**src/rtl/ret_addr_stack.sv**
```systemverilog
// ret_addr_stack: LIFO of {mode, addr}; ports clk, reset(async low), push, pop, interrupt, pc_addr, clr_err -> out, top_int, empty, full, count, overflow, underflow
module ret_addr_stack #(
  parameter int ADDR_W = 10,
  parameter int DEPTH = 16,
  localparam int CNT_W = $clog2(DEPTH + 1)
) (
  input  logic              clk,
  input  logic              reset,
  input  logic              push,
  input  logic              pop,
  input  logic              interrupt,
  input  logic [ADDR_W-1:0] pc_addr,
  input  logic              clr_err,
  output logic [ADDR_W-1:0] out,
  output logic              top_int,
  output logic              empty,
  output logic              full,
  output logic [CNT_W-1:0]  count,
  output logic              overflow,
  output logic              underflow
);
  localparam int IDX_W = $clog2(DEPTH);
  logic [ADDR_W:0] mem [DEPTH];
  logic [CNT_W-1:0] top_ptr, wr_ptr, count_nxt;
  logic [ADDR_W:0] top;
  logic wr_en, ovf_set, unf_set;
  always_comb begin
    top_ptr = count - CNT_W'(1);
    wr_en = push && (pop || !full);
    wr_ptr = (pop && !empty) ? top_ptr : count;
    ovf_set = push && !pop && full;
    unf_set = !push && pop && empty;
    count_nxt = (push && !pop && !full) ? count + CNT_W'(1) :
                (push && pop && empty) ? CNT_W'(1) :
                (!push && pop && !empty) ? top_ptr : count;
    top = empty ? '0 : mem[top_ptr[IDX_W-1:0]];
    top_int = top[ADDR_W];
    out = empty ? '0 : top[ADDR_W] ? top[ADDR_W-1:0] : top[ADDR_W-1:0] + ADDR_W'(1);
  end
  assign empty = count == '0;
  assign full = count == CNT_W'(DEPTH);
  always_ff @(posedge clk or negedge reset) begin
    if (!reset) begin
      count <= '0;
      overflow <= 1'b0;
      underflow <= 1'b0;
      for (int i = 0; i < DEPTH; i++) mem[i] <= '0;
    end else begin
      count <= count_nxt;
      overflow <= ovf_set || (overflow && !clr_err);
      underflow <= unf_set || (underflow && !clr_err);
      if (wr_en) mem[wr_ptr[IDX_W-1:0]] <= {interrupt, pc_addr};
    end
  end
endmodule

```
**config.mk**
```make
export PLATFORM = sky130hd
export DESIGN_NAME = ret_addr_stack
export DESIGN_NICKNAME = d
export VERILOG_FILES = /design/src/rtl/ret_addr_stack.sv
export SDC_FILE = /design/constraint.sdc
export NUM_CORES = 1
export LEC_CHECK = 0
export BUFFER_PORTS_ARGS = -buffer_cell sky130_fd_sc_hd__buf_4
export CAP_MARGIN = 5
export CORE_MARGIN = 5
export CORE_UTILIZATION = 50
export DETAILED_ROUTE_END_ITERATION = 10
export GPL_ROUTABILITY_DRIVEN = 1
export PLACE_DENSITY = 0.73
export SLEW_MARGIN = 15
export SYNTH_ARGS = -nofsm -noshare
export SYNTH_HDL_FRONTEND = slang
export SYNTH_SLANG_ARGS = --single-unit
```
**constraint.sdc**
```tcl
create_clock -name clk -period 3.05 [get_ports clk]
set_clock_uncertainty 0.15 [all_clocks]
set_input_delay 0.1525 -clock clk [delete_from_list [all_inputs] [get_ports clk]]
set_output_delay 0.1525 -clock clk [all_outputs]
set_load 0.02 [all_outputs]
```
* Word-level counts from Yosys, hierarchy flattened
Index checks and enable logic that the tools add are counted.
** Operators by class
- $add $sub $neg :: 3
- Multipliers :: 0
- Div/mod/pow operators :: 0
- $lt $le $gt $ge :: 3
- Equality and inequality tests :: 1
- Shifts and indexed selects :: 0
- Muxes and demuxes :: 13
- Bitwise operators :: 2
- Reductions and logical operators :: 23
** Operators with widths (count)
- $bwmux W176 :: 1
- $bmux W11 S4 :: 1
- $demux W11 S4 :: 1
- $mux W11 :: 4
- $mux W10 :: 2
- $mux W5 :: 3
- $logic_and A1 B1 Y1 :: 13
- $add A10 B1 Y10 const B :: 1
- $ge A5 B5 Y1 const B :: 2
- $not A4 Y5 :: 2
- $add A5 B1 Y5 const B :: 1
- $eq A5 B5 Y1 const B :: 1
- $logic_not A1 Y1 :: 5
- $logic_not A5 Y1 :: 1
- $lt A5 B1 Y1 const B :: 1
- $sub A5 B1 Y5 const B :: 1
- $mux W4 :: 1
- $logic_or A1 B1 Y1 :: 3
- $reduce_bool A3 Y1 :: 1
** Word-level totals
- Bits in registers :: 183
- Bits in latches :: 0
- RAM bits :: 0
- ROM bits :: 0
- Input port bits :: 16
- Output and inout port bits :: 20
- Memories kept :: 0

* Longest topological paths before layout
Gate-level depths: netlist of the first run.
- Depth in word-level cells :: 10
- Mapped depth :: 15
- Gate-level depth less buffers :: 10

* Worst setup path before layout of the first run
OpenSTA, ideal clock, no wires.
- Path kind :: flip-flop to output port
- Start point :: reg count[0]
- End point :: out out[9]
- Data arrival time :: 3.445 ns
- Data required time :: 2.747 ns
- Slack :: -0.698 ns
- Cell stages (with the launch flop) :: 12
- Path through :: dfrtp_1 buf_6 buf_6 buf_6 inv_1 ha_1 buf_2 buf_1 mux4_2 mux4_1 or2_0 mux2i_1
** Between the ends
- Word-level cells in the longest chain between the ends :: 9
- Elaborated cells on any way between the ends :: 10
** RTL lines
- start: declaration :: line 18 : output logic [CNT_W-1:0] count,
- start signal: assignment :: line 49 : count <= count_nxt;
- $sub A5 B1 Y5 :: line 28 : top_ptr = count - CNT_W'(1);
- $not A4 Y5 (not written as such) :: line 36 : top = empty ? '0 : mem[top_ptr[IDX_W-1:0]];
- $bmux W11 S4 :: line 36
- $mux W11 (not written as such) (2 in a row) :: line 36
- $mux W11 :: line 36
- $add A10 B1 Y10 :: line 38 : out = empty ? '0 : top[ADDR_W] ? top[ADDR_W-1:0] : top[ADDR_W-1:0] + ADDR_W'(1);
- $mux W10 :: line 38
- $mux W10 (*) :: line 38
- end: declaration :: line 14 : output logic [ADDR_W-1:0] out,
Mark *: on every way between the ends. The rest lies on a longest branch, timed or not. The select of a mux whose other input is x is not followed.

* Worst setup path in the final report of the first run
- Start point :: reg count[0]
- End point :: out out[6]
The elaborated chain is that of the path after synthesis.

==> summary.md, run 1 <==
| Metric | Value |
|---|---|
| Outcome | complete, but fails checks |
| Failing checks | setup timing |
| Starting Density | between 50 and 60% |
| Crit. End Element | output port |
| DRC Markers | 0 |
| Core area | 17900 um^2 |
| Post-synth EDFFs | 0 |
| Most common cell after layout, fill and taps aside | dfrtp_1 |
| Core Rows | a little under 50 |
| R2R Path Start | count[2]$_DFFE_PN0P_ |
| Total clock buffers created by CTS | 17 |
| Synth-to-Final Area Change | 26.3% |
| F_max | around 280 MHz |
| Top Ports | 36 |
| Cell count after synthesis | a little over 600 |
| Max Used Layer | met4 |
| CTS Buffer Depth | 2 |
| Cell area after technology mapping | approximately 9000 um^2 |
| Top post-synthesis cells by area | dfrtp_1, mux2_2, mux4_2, mux2_1, mux2i_1 |
| Chip Width | 144 um |
| Largest delay share family, worst path | simple AND/OR/NAND/NOR gates |
| Critical path buffers and inverters | 4 |
| CTS tree | built |
| Worst Max-Slew Pin Slew | around 0.85 ns |
| Syn Area/Cell | 14.6 um^2 |
| Routability Congestion | ~0.82 |
| Flops & latches, synth | around 180 |
| Yosys Warn Count | 0 |
| Fin worst setup slack | -0.510 ns |
| Final Cycle Share | 117% |
| Port Buf Inserts | 35 |
| Final hold vios | 0 |
| Share of cells above drive strength 1 | a little over half |
| Nets | about 760 |
| CP max-delay cell | dfrtp_4 |
| Mean number of vias per cell | roughly 5.9 |
| Top cell type's share of synthesized area | 50.6% |
| Max_slew headroom | a little over two fifths |
| Setup slack, reg-to-reg | around 0.16 ns |
| CTS root buffer | clkbuf_16 |
| WP data required | roughly 2.8 ns |
| Clock-pin slew on the worst setup and hold paths | around 0.07 ns |
| Worst Path Arrival | about 3.3 ns |
| Max Cap Viol | 0 |
| WL per Instance | around 23 um |
| Clock sinks | 183 |
| Post-route minimum period | about 3.6 ns |
| Hpwl dp | between 10000 and 15000 um |
| Gr usage total | a little under a quarter |
| R2R depth | 8 |
| H-Tree Depth | 4 |
| Area occupied by multi-input gates | around 4400 um^2 |
| Final hold slack | between 0.15 and 0.2 ns |
| FF+latch area | ~4600 um^2 |
| Crit-path max FO | 5 |
| Final setup vio count | 10 |
| Final Slew Violations | 0 |
| Die area | 20900 um^2 |
| DR pass1 iterations | 5 |
| Critical Path Source Type | flip-flop |
| Post-synth ARST share | 100% |
| Met1 Routed Length | ~9400 um |
| Routed length on met3 | 1120 um |
| Iter 0 DRT Violations | around 420 |
| Most frequent cells in the layout | dfrtp_1, mux2_2, buf_4, mux4_2, mux2_1 |
| RSZ-0062 raised after global routing | yes |
| Yosys top cell by area | dfrtp_1 |
| Ant diodes | 0 |
| Critical path depth | 13 |
| Largest net degree at the start of global routing | 90 |
| FF-to-FF End | mem[0]$_DFFE_PN0P_ |
| Syn nets | approximately 640 |
| Vias in the first global route | between 6000 and 7000 |
| Fillers | between 1000 and 1500 |
| Post-synthesis sequential area ratio | 50.6% |
| Clk Latency, worst-skew pair | between 0.4 and 0.5 ns |
| Synth Flop Type | dfrtp_1 |
| Crit-path cells | inv_8, ha_4, buf_12, buf_6, mux4_2, mux2i_2, mux2i_4, and2_4, ha_4, nand3_4, or4_4, nand2_4, buf_6 |
| First-pass GRT wire length | 35600 um |
| Initial antenna violation count | 0 |
| Synth cell types | between 50 and 60 |
| WL final | between 20000 and 25000 um |
| Die Span Y | between 100 and 150 um |
| Total gr overflow | 0 |
| Hold Path Class | in -> async |
| Post-route ant nets | 0 |
| Routed length on met2 | 10900 um |
| CP peak stage delay | ~0.52 ns |
| Kind of critical path | reg -> out |
| Via count | just under 6000 |
-- repair_timing --
| action | 4_1_cts | 5_1_grt |
|---|---|---|
| endpoints found under the setup margin | 10 | 42 |
| pin swaps | 7 | 3 |
| gates resized for setup | 56 | 4 |
| hold endpoints to repair | 267 | 0 |
| buffers inserted | 22 | 5 |
| hold buffers | 17 | 0 |
| cloned | 1 | 0 |
-- flip-flops by register name, summed over array words and instances, names as in the netlist --
register and count:
underflow 1, overflow 1, count 5, mem 176
-- worst max-delay path by stage --
stage | end | from
after floorplan | out[8] | count[0]$_DFFE_PN0P_
after global placement | out[6] | count[0]$_DFFE_PN0P_
after detailed placement | out[9] | count[0]$_DFFE_PN0P_
after CTS | out[7] | count[0]$_DFFE_PN0P_
after global routing | out[8] | count[0]$_DFFE_PN0P_
final | out[6] | count[0]$_DFFE_PN0P_
-- layer usage --
layer | up-vias | track usage [%]
met4 | 0 | 8.44
met3 | 44 | 4.46
met2 | 164 | 36.7
met5 | - | 0
li1 | 2531 | -
met1 | 3064 | 30.8
-- through the flow --
stage               cells  setup TNS, ns  util (%)  area [um^2]  setup slack [ns]
detailed placement    902         -0.753      56.3        10100            -0.196
CTS                   972          -3.23      63.4        11300            -0.444
global placement      902         -0.474      56.3        10100            -0.123
global route          977          -4.65      63.8        11400            -0.588
floorplan             621         -0.884         -         9190            -0.146
finish                977          -3.76      63.8        11400            -0.510
-- synth_stat cells (2+ instances only) --
library cell / number
o21ai_0: 4
nor2b_1: 3
buf_4: 3
mux2_1: 30
or4_1: 2
nand2_1: 23
dfrtp_1: 183
a221oi_1: 2
buf_6: 6
or3_1: 6
nand4_1: 2
buf_2: 22
a21oi_1: 10
ha_1: 4
inv_1: 7
xor2_1: 3
nand3_1: 10
nor3_1: 2
buf_12: 2
mux2_2: 148
a31oi_1: 2
o211ai_1: 2
mux2i_1: 27
clkbuf_1: 14
mux4_2: 44
xnor2_1: 3
nor4_1: 2
nor2_1: 19
a21o_1: 3
nand2b_1: 3
o22ai_1: 2
mux2i_2: 3
and2_1: 3
-- worst register-to-register path, cell delays in order, from the launching register on --
cell,delay (ns)
dfrtp_1,0.44
buf_4,0.20
or4b_4,0.61
nand2_1,0.21
nand3_1,0.14
a21o_1,0.19
nor2_1,0.22
buf_4,0.25
mux2_2,0.36
-- final cells by class --
type | count | share of cell area (%)
Timing Repair Buffer | 143 | 12.8
Clock inverter | 15 | 1.68
Multi-Input combinational cell | 382 | 38.8
Tap cell | 229 | 2.51
Inverter | 8 | 0.329
Sequential cell | 183 | 40.1
Clock buffer | 17 | 3.73
-- cell families (layout without fill, tap and decap cells) --
logic type,after synthesis,after routing,synth area share [%]
adders and majority gates,4,4,0.554
buffers and inverters,56,183,3.61
DFF,183,183,50.6
AOI/OAI and AO/OA,35,35,2.56
muxes,254,254,37.1
xor gates and xnor gates,7,7,0.886
and+or+nand+nor,82,82,4.64
Power of run 1 is left out: the tool's default activity adds up to more than one toggle a clock period on the data nets, which glitch-free logic cannot reach.
==> run 2: changes to the inputs <==
Settings changed: CELL_PAD_IN_SITES_DETAIL_PLACEMENT set to 0, CELL_PAD_IN_SITES_GLOBAL_PLACEMENT set to 1, CORE_UTILIZATION 50 to 47, PLACE_DENSITY 0.73 to 0.8.
==> run 2 against run 1 <==
The run still ends with setup timing left. Critical path depth decreased by 1. Fmax decreased by 0.68%. Sequential cell count unchanged.
==> summary.md, run 2 (synthesis results as in run 1) <==
| Metric | Value |
|---|---|
| Starting Density | 48.0% (-2.5 points) |
| Outcome | complete, but fails checks |
| R2R depth | 8 (unchanged) |
| Critical Path Source Type | flip-flop |
| Top Ports | 36 (unchanged) |
| Die area | 22100 um^2 (+5.9%) |
| Die Span Y | 149 um (+2.9%) |
| CTS tree | built |
| First-pass GRT wire length | 35700 um (+0.21%) |
| Max Cap Viol | 0 (unchanged) |
| Core Rows | 50 (+2.0%) |
| Synth-to-Final Area Change | 25.7% |
| Worst Max-Slew Pin Slew | 0.665 ns (-0.181 ns) |
| Share of cells above drive strength 1 | 53.6% (+0.081 points) |
| Post-route ant nets | 0 (unchanged) |
| Worst Path Arrival | 3.28 ns (+0.02 ns) |
| Crit. End Element | output port |
| CP peak stage delay | 0.52 ns (about the same) |
| DP Worst Slack | -0.135 ns (+0.0608 ns) |
| F_max | 279 MHz (-0.68%) |
| Largest delay share family, worst path | multiplexers |
| Clk Latency, worst-skew pair | 0.42 ns (about the same) |
| Max reg flops | 176 (unchanged) |
| Critical path buffers and inverters | 5 (+1) |
| Core area | 18800 um^2 (+5.2%) |
| Setup slack, reg-to-reg | 0.09 ns (-0.07 ns) |
| CTS root buffer | clkbuf_16 |
| Chip Width | 149 um (+2.9%) |
| Critical path depth | 12 (-1) |
| Placed Cells | 936 (+3.8%) |
| Clock-pin slew on the worst setup and hold paths | 0.06 ns (about the same) |
| Worst Setup SP | count[0]$_DFFE_PN0P_ |
| Final Cycle Share | 118% (+0.80 points) |
| WL final | 22600 um (+2.4%) |
| Final Instance Count excl. Fillers | 1005 (+2.9%) |
| Setup TNS | -3.61 ns (+0.151 ns) |
| Clock sinks | 183 (unchanged) |
| Max_slew headroom | 55.7% (+12 points) |
| Total clock buffers created by CTS | 17 (unchanged) |
| CTS Buffer Depth | 2 (unchanged) |
| Port Buf Inserts | 35 (unchanged) |
| Post-route minimum period | 3.58 ns (+0.0245 ns) |
| Worst Setup EP | out[9] |
| Final hold vios | 0 (unchanged) |
| DRC Markers | 0 (unchanged) |
| Total gr overflow | 0 (unchanged) |
| Vias in the first global route | 6148 (-1.7%) |
| R2R Path Start | count[2]$_DFFE_PN0P_ |
| Hpwl dp | 14800 um (+4.4%) |
| FF-to-FF End | mem[21]$_DFFE_PN0P_ |
| WP data required | 2.75 ns (about the same) |
| Final setup vio count | 10 (unchanged) |
| Kind of critical path | reg -> out |
| DR pass1 iterations | 5 (unchanged) |
| Crit-path cells | inv_8, ha_4, buf_12, buf_12, mux4_2, mux2i_1, mux2i_1, nand4_1, buf_4, nor4_4, mux2i_2, buf_4 |
| H-Tree Depth | 4 (unchanged) |
| Most common cell after layout, fill and taps aside | dfrtp_1 |
| Initial antenna violation count | 0 (unchanged) |
| Routability Congestion | 0.831 (+1.2%) |
| Iter 0 DRT Violations | 323 (-23%) |
| Ant diodes | 0 (unchanged) |
| Largest net degree at the start of global routing | 72 (-20%) |
| Fin worst setup slack | -0.535 ns (-0.0245 ns) |
| Crit-path max FO | 13 (+8) |
| Gr usage total | 21.3% (-1.4 points) |
| Largest reg by FF count | mem |
| Failing checks | setup timing |
| CP max-delay cell | dfrtp_4 |
| Mean number of vias per cell | 5.74 (-3.4%) |
| WL per Instance | 22.5 um (-0.49%) |
| Via count | 5767 (-0.62%) |
| RSZ-0062 raised after global routing | yes |
| Most frequent cells in the layout | dfrtp_1, mux2_2, buf_4, mux4_2, mux2_1 |
| Largest regs | mem (176), count (5) |
| Final Slew Violations | 0 (unchanged) |
| Nets | 753 (-0.26%) |
| Final hold slack | 0.151 ns (-0.0446 ns) |
| Hold Path Class | in -> async |
-- run 2: cell count changes in the layout (fill, tap and decap cells not counted), sizes merged --
cell,previous run,this run
clkbuf,17,21
inv,14,10
buf,126,124
bufinv,3,1
clkinv,3,4
-- run 2: area by class of cell --
type                       count  area [um^2]
tap                          260          325
sequential                   183         4580
inverter                       8         37.5
clock inverter                10         93.8
timing repair buffer         141         1400
fill                        1390         7460
multi-input combinational    382         4470
clock buffer                  21          460
-- run 2: per-stage QoR --
| step | instance area (um^2) | utilization [%] |
|---|---|---|
| global route | 11400 | 60.4 |
| finish | 11400 | 60.4 |
| detailed placement | 10200 | 53.9 |
| CTS | 11200 | 59.5 |
| floorplan | 9190 | - |
| global placement | 10200 | 53.9 |
-- run 2: metal layers --
layer  track usage, %  part of all wire (%)  wire, um
met4             6.79                   1.9       439
met2             34.7                    50     11200
met1             28.7                    43      9790
met3             4.60                   5.0      1140
met5                0                     0         0
-- run 2: timing repair --
action | CTS | global route
buffers inserted | 12 | 9
hold buffers | 17 | 0
setup endpoints to repair | 11 | 79
cloned | 1 | 0
endpoints found under the hold margin | 246 | 0
gates resized for setup | 36 | 21
pin swaps | 9 | 8
-- run 2: how the worst min path moves through the flow --
stage | depth (start not counted) | from | slack (ns) | to
after floorplan | 0 | reset | -0.29 | count[0]$_DFFE_PN0P_
after global placement | 1 | reset | 0.04 | overflow$_DFF_PN0_
after detailed placement | 1 | reset | 0.05 | underflow$_DFF_PN0_
after CTS | 2 | reset | 0.18 | underflow$_DFF_PN0_
after global routing | 2 | reset | 0.23 | underflow$_DFF_PN0_
final | 2 | reset | 0.15 | underflow$_DFF_PN0_
Power of run 2 is left out for the same reason.
==> run 3: changes to the inputs <==
Settings changed: CAP_MARGIN 5 to not set, CORE_UTILIZATION 47 to 25, PLACE_DENSITY 0.8 to 0.5.
==> run 3 against run 2 <==
The run still ends with setup timing left. Wire length rose by 14%. Fmax barely moved. Sequential cell count did not move. Critical path type unchanged. Critical endpoint is now out[7]. Sequential share of layout area fell by 1.3 points.
==> summary.md, run 3 (synthesis results as in run 1) <==
| Metric | Value |
|---|---|
| Worst Max-Slew Pin Slew | 0.527 ns (-0.138 ns) |
| RSZ-0062 raised after global routing | yes |
| Die area | 40100 um^2 (+81%) |
| Share of cells above drive strength 1 | 55.2% (+1.7 points) |
| CTS tree | built |
| Routability Congestion | 0.768 (-7.6%) |
| Fin worst setup slack | -0.533 ns (+0.00218 ns) |
| Fillers | 3493 (+150%) |
| Total clock buffers created by CTS | 17 (unchanged) |
| Worst Path Arrival | 3.28 ns (about the same) |
| Most common cell after layout, fill and taps aside | dfrtp_1 |
| Post-route ant nets | 0 (unchanged) |
| Gr usage total | 13.2% (-8.1 points) |
| Max reg flops | 176 (unchanged) |
| WL per Instance | 21.1 um (-6.3%) |
| H-Tree Depth | 4 (unchanged) |
| R2R depth | 8 (unchanged) |
| CTS Buffer Depth | 2 (unchanged) |
| Final hold vios | 0 (unchanged) |
| Outcome | complete, but fails checks |
| Clk Latency, worst-skew pair | 0.44 ns (+0.02 ns) |
| Setup slack, reg-to-reg | 0.08 ns (about the same) |
| FF+latch area | 4580 um^2 (about the same) |
| Critical Path Source Type | flip-flop |
| WL final | 25900 um (+14%) |
| Core area | 35700 um^2 (+89%) |
| Vias in the first global route | 6298 (+2.4%) |
| Initial antenna violation count | 0 (unchanged) |
| F_max | 279 MHz (about the same) |
| First-pass GRT wire length | 40400 um (+13%) |
| Area occupied by multi-input gates | 4460 um^2 (-0.22%) |
| Most frequent cells in the layout | dfrtp_1, mux2_2, buf_4, mux4_2, mux2_1 |
| Final Slew Violations | 0 (unchanged) |
| Port Buf Inserts | 35 (unchanged) |
| Clock sinks | 183 (unchanged) |
| Crit. End Element | output port |
| Post-route minimum period | 3.58 ns (-0.00218 ns) |
| Hold Path Class | in -> async |
| Iter 0 DRT Violations | 307 (-5.0%) |
| DRC Markers | 0 (unchanged) |
| Starting Density | 25.4% (-23 points) |
| Final Cycle Share | 117% (about the same) |
| FF-to-FF End | mem[169]$_DFFE_PN0P_ |
| Failing checks | setup timing |
| Chip Width | 200 um (+35%) |
| Largest reg by FF count | mem |
| Max Cap Viol | 0 (unchanged) |
| Crit-path max FO | 5 (-8) |
| Top Ports | 36 (unchanged) |
| Core Rows | 69 (+38%) |
| Setup TNS | -3.81 ns (-0.200 ns) |
| WP data required | 2.75 ns (about the same) |
| Die Span Y | 200 um (+35%) |
| Largest regs | mem (176), count (5) |
| Mean number of vias per cell | 4.69 (-18%) |
| CTS root buffer | clkbuf_16 |
| Final setup vio count | 10 (unchanged) |
| R2R Path Start | count[2]$_DFFE_PN0P_ |
| Nets | 774 (+2.8%) |
| Via count | 5758 (-0.16%) |
| Max_slew headroom | 64.9% (+9.2 points) |
| Hpwl dp | 18100 um (+22%) |
| Synth-to-Final Area Change | 29.9% |
| Clock-pin slew on the worst setup and hold paths | 0.07 ns (about the same) |
| Total gr overflow | 0 (unchanged) |
| DR pass1 iterations | 6 (+1) |
| Largest net degree at the start of global routing | 70 (-2.8%) |
| Ant diodes | 0 (unchanged) |
| Kind of critical path | reg -> out |
[run 3: cell types whose count changed in the layout (fill, tap and decap cells not counted), moves of 3 or more]
cell,change
buf_12,-8
nand2_1,-3
mux2i_4,-3
buf_6,+11
buf_4,+16
mux2i_2,+3
[run 3: cell type report]
cell class / count / share of cell area (%)
Inverter: 8 / 0.320
Tap cell: 461 / 4.91
Multi-Input combinational cell: 382 / 38.0
Sequential cell: 183 / 39.0
Clock inverter: 11 / 1.05
Clock buffer: 20 / 3.89
Timing Repair Buffer: 162 / 12.8
[run 3: per-stage QoR]
step | hold WS [ns] | worst slack, ns | utilization [%] | area (um^2) | cells
6_report | 0.0765 | -0.533 | 32.9 | 11700 | 1227
5_1_grt | 0.127 | -0.623 | 32.9 | 11700 | 1227
4_1_cts | 0.0933 | -0.562 | 32.1 | 11400 | 1216
3_5_place_dp | 0.00217 | -0.175 | 29.3 | 10500 | 1155
3_3_place_gp | -0.00749 | -0.220 | 29.3 | 10500 | 1155
2_1_floorplan | -0.293 | -0.146 | - | 9190 | 621
[run 3: critical path, stage by stage (launching register included)]
cell and delay [ns]:
dfrtp_4 0.53, inv_8 0.07, buf_6 0.10, ha_4 0.15, xor2_4 0.24, buf_12 0.16
buf_6 0.10, mux2i_4 0.24, mux2_4 0.21, nand4_4 0.13, or4_4 0.52, a21oi_4 0.23
buf_6 0.15
[run 3: what timing repair did]
action,CTS,global route
cloned,1,0
pin swaps,9,11
gates resized for setup,30,49
hold endpoints to repair,228,0
setup endpoints to repair,23,128
hold buffers,17,0
buffers inserted,12,11
[run 3: per-layer routing]
layer  track usage, %  routed length [um]  part of all wire (%)  vias up
met3             2.15                 785                   3.0       22
met1             17.9               12000                    46     3072
li1                 -                   -                     -     2572
met2             22.2               12800                    50       92
met5                0                   0                     0        -
met4             3.27                 282                   1.1        0
[run 3: worst max path at each step]
stage          slack [ns]  cells after the start     end            startpoint
6_report            -0.53                     12  out[7]  count[0]$_DFFE_PN0P_
5_1_grt             -0.62                     14  out[8]  count[0]$_DFFE_PN0P_
4_1_cts             -0.56                     10  out[7]  count[0]$_DFFE_PN0P_
3_5_place_dp        -0.17                     10  out[3]  count[0]$_DFFE_PN0P_
3_3_place_gp        -0.22                     11  out[3]  count[0]$_DFFE_PN0P_
2_1_floorplan       -0.15                     14  out[8]  count[0]$_DFFE_PN0P_
Power of run 3 is left out for the same reason.
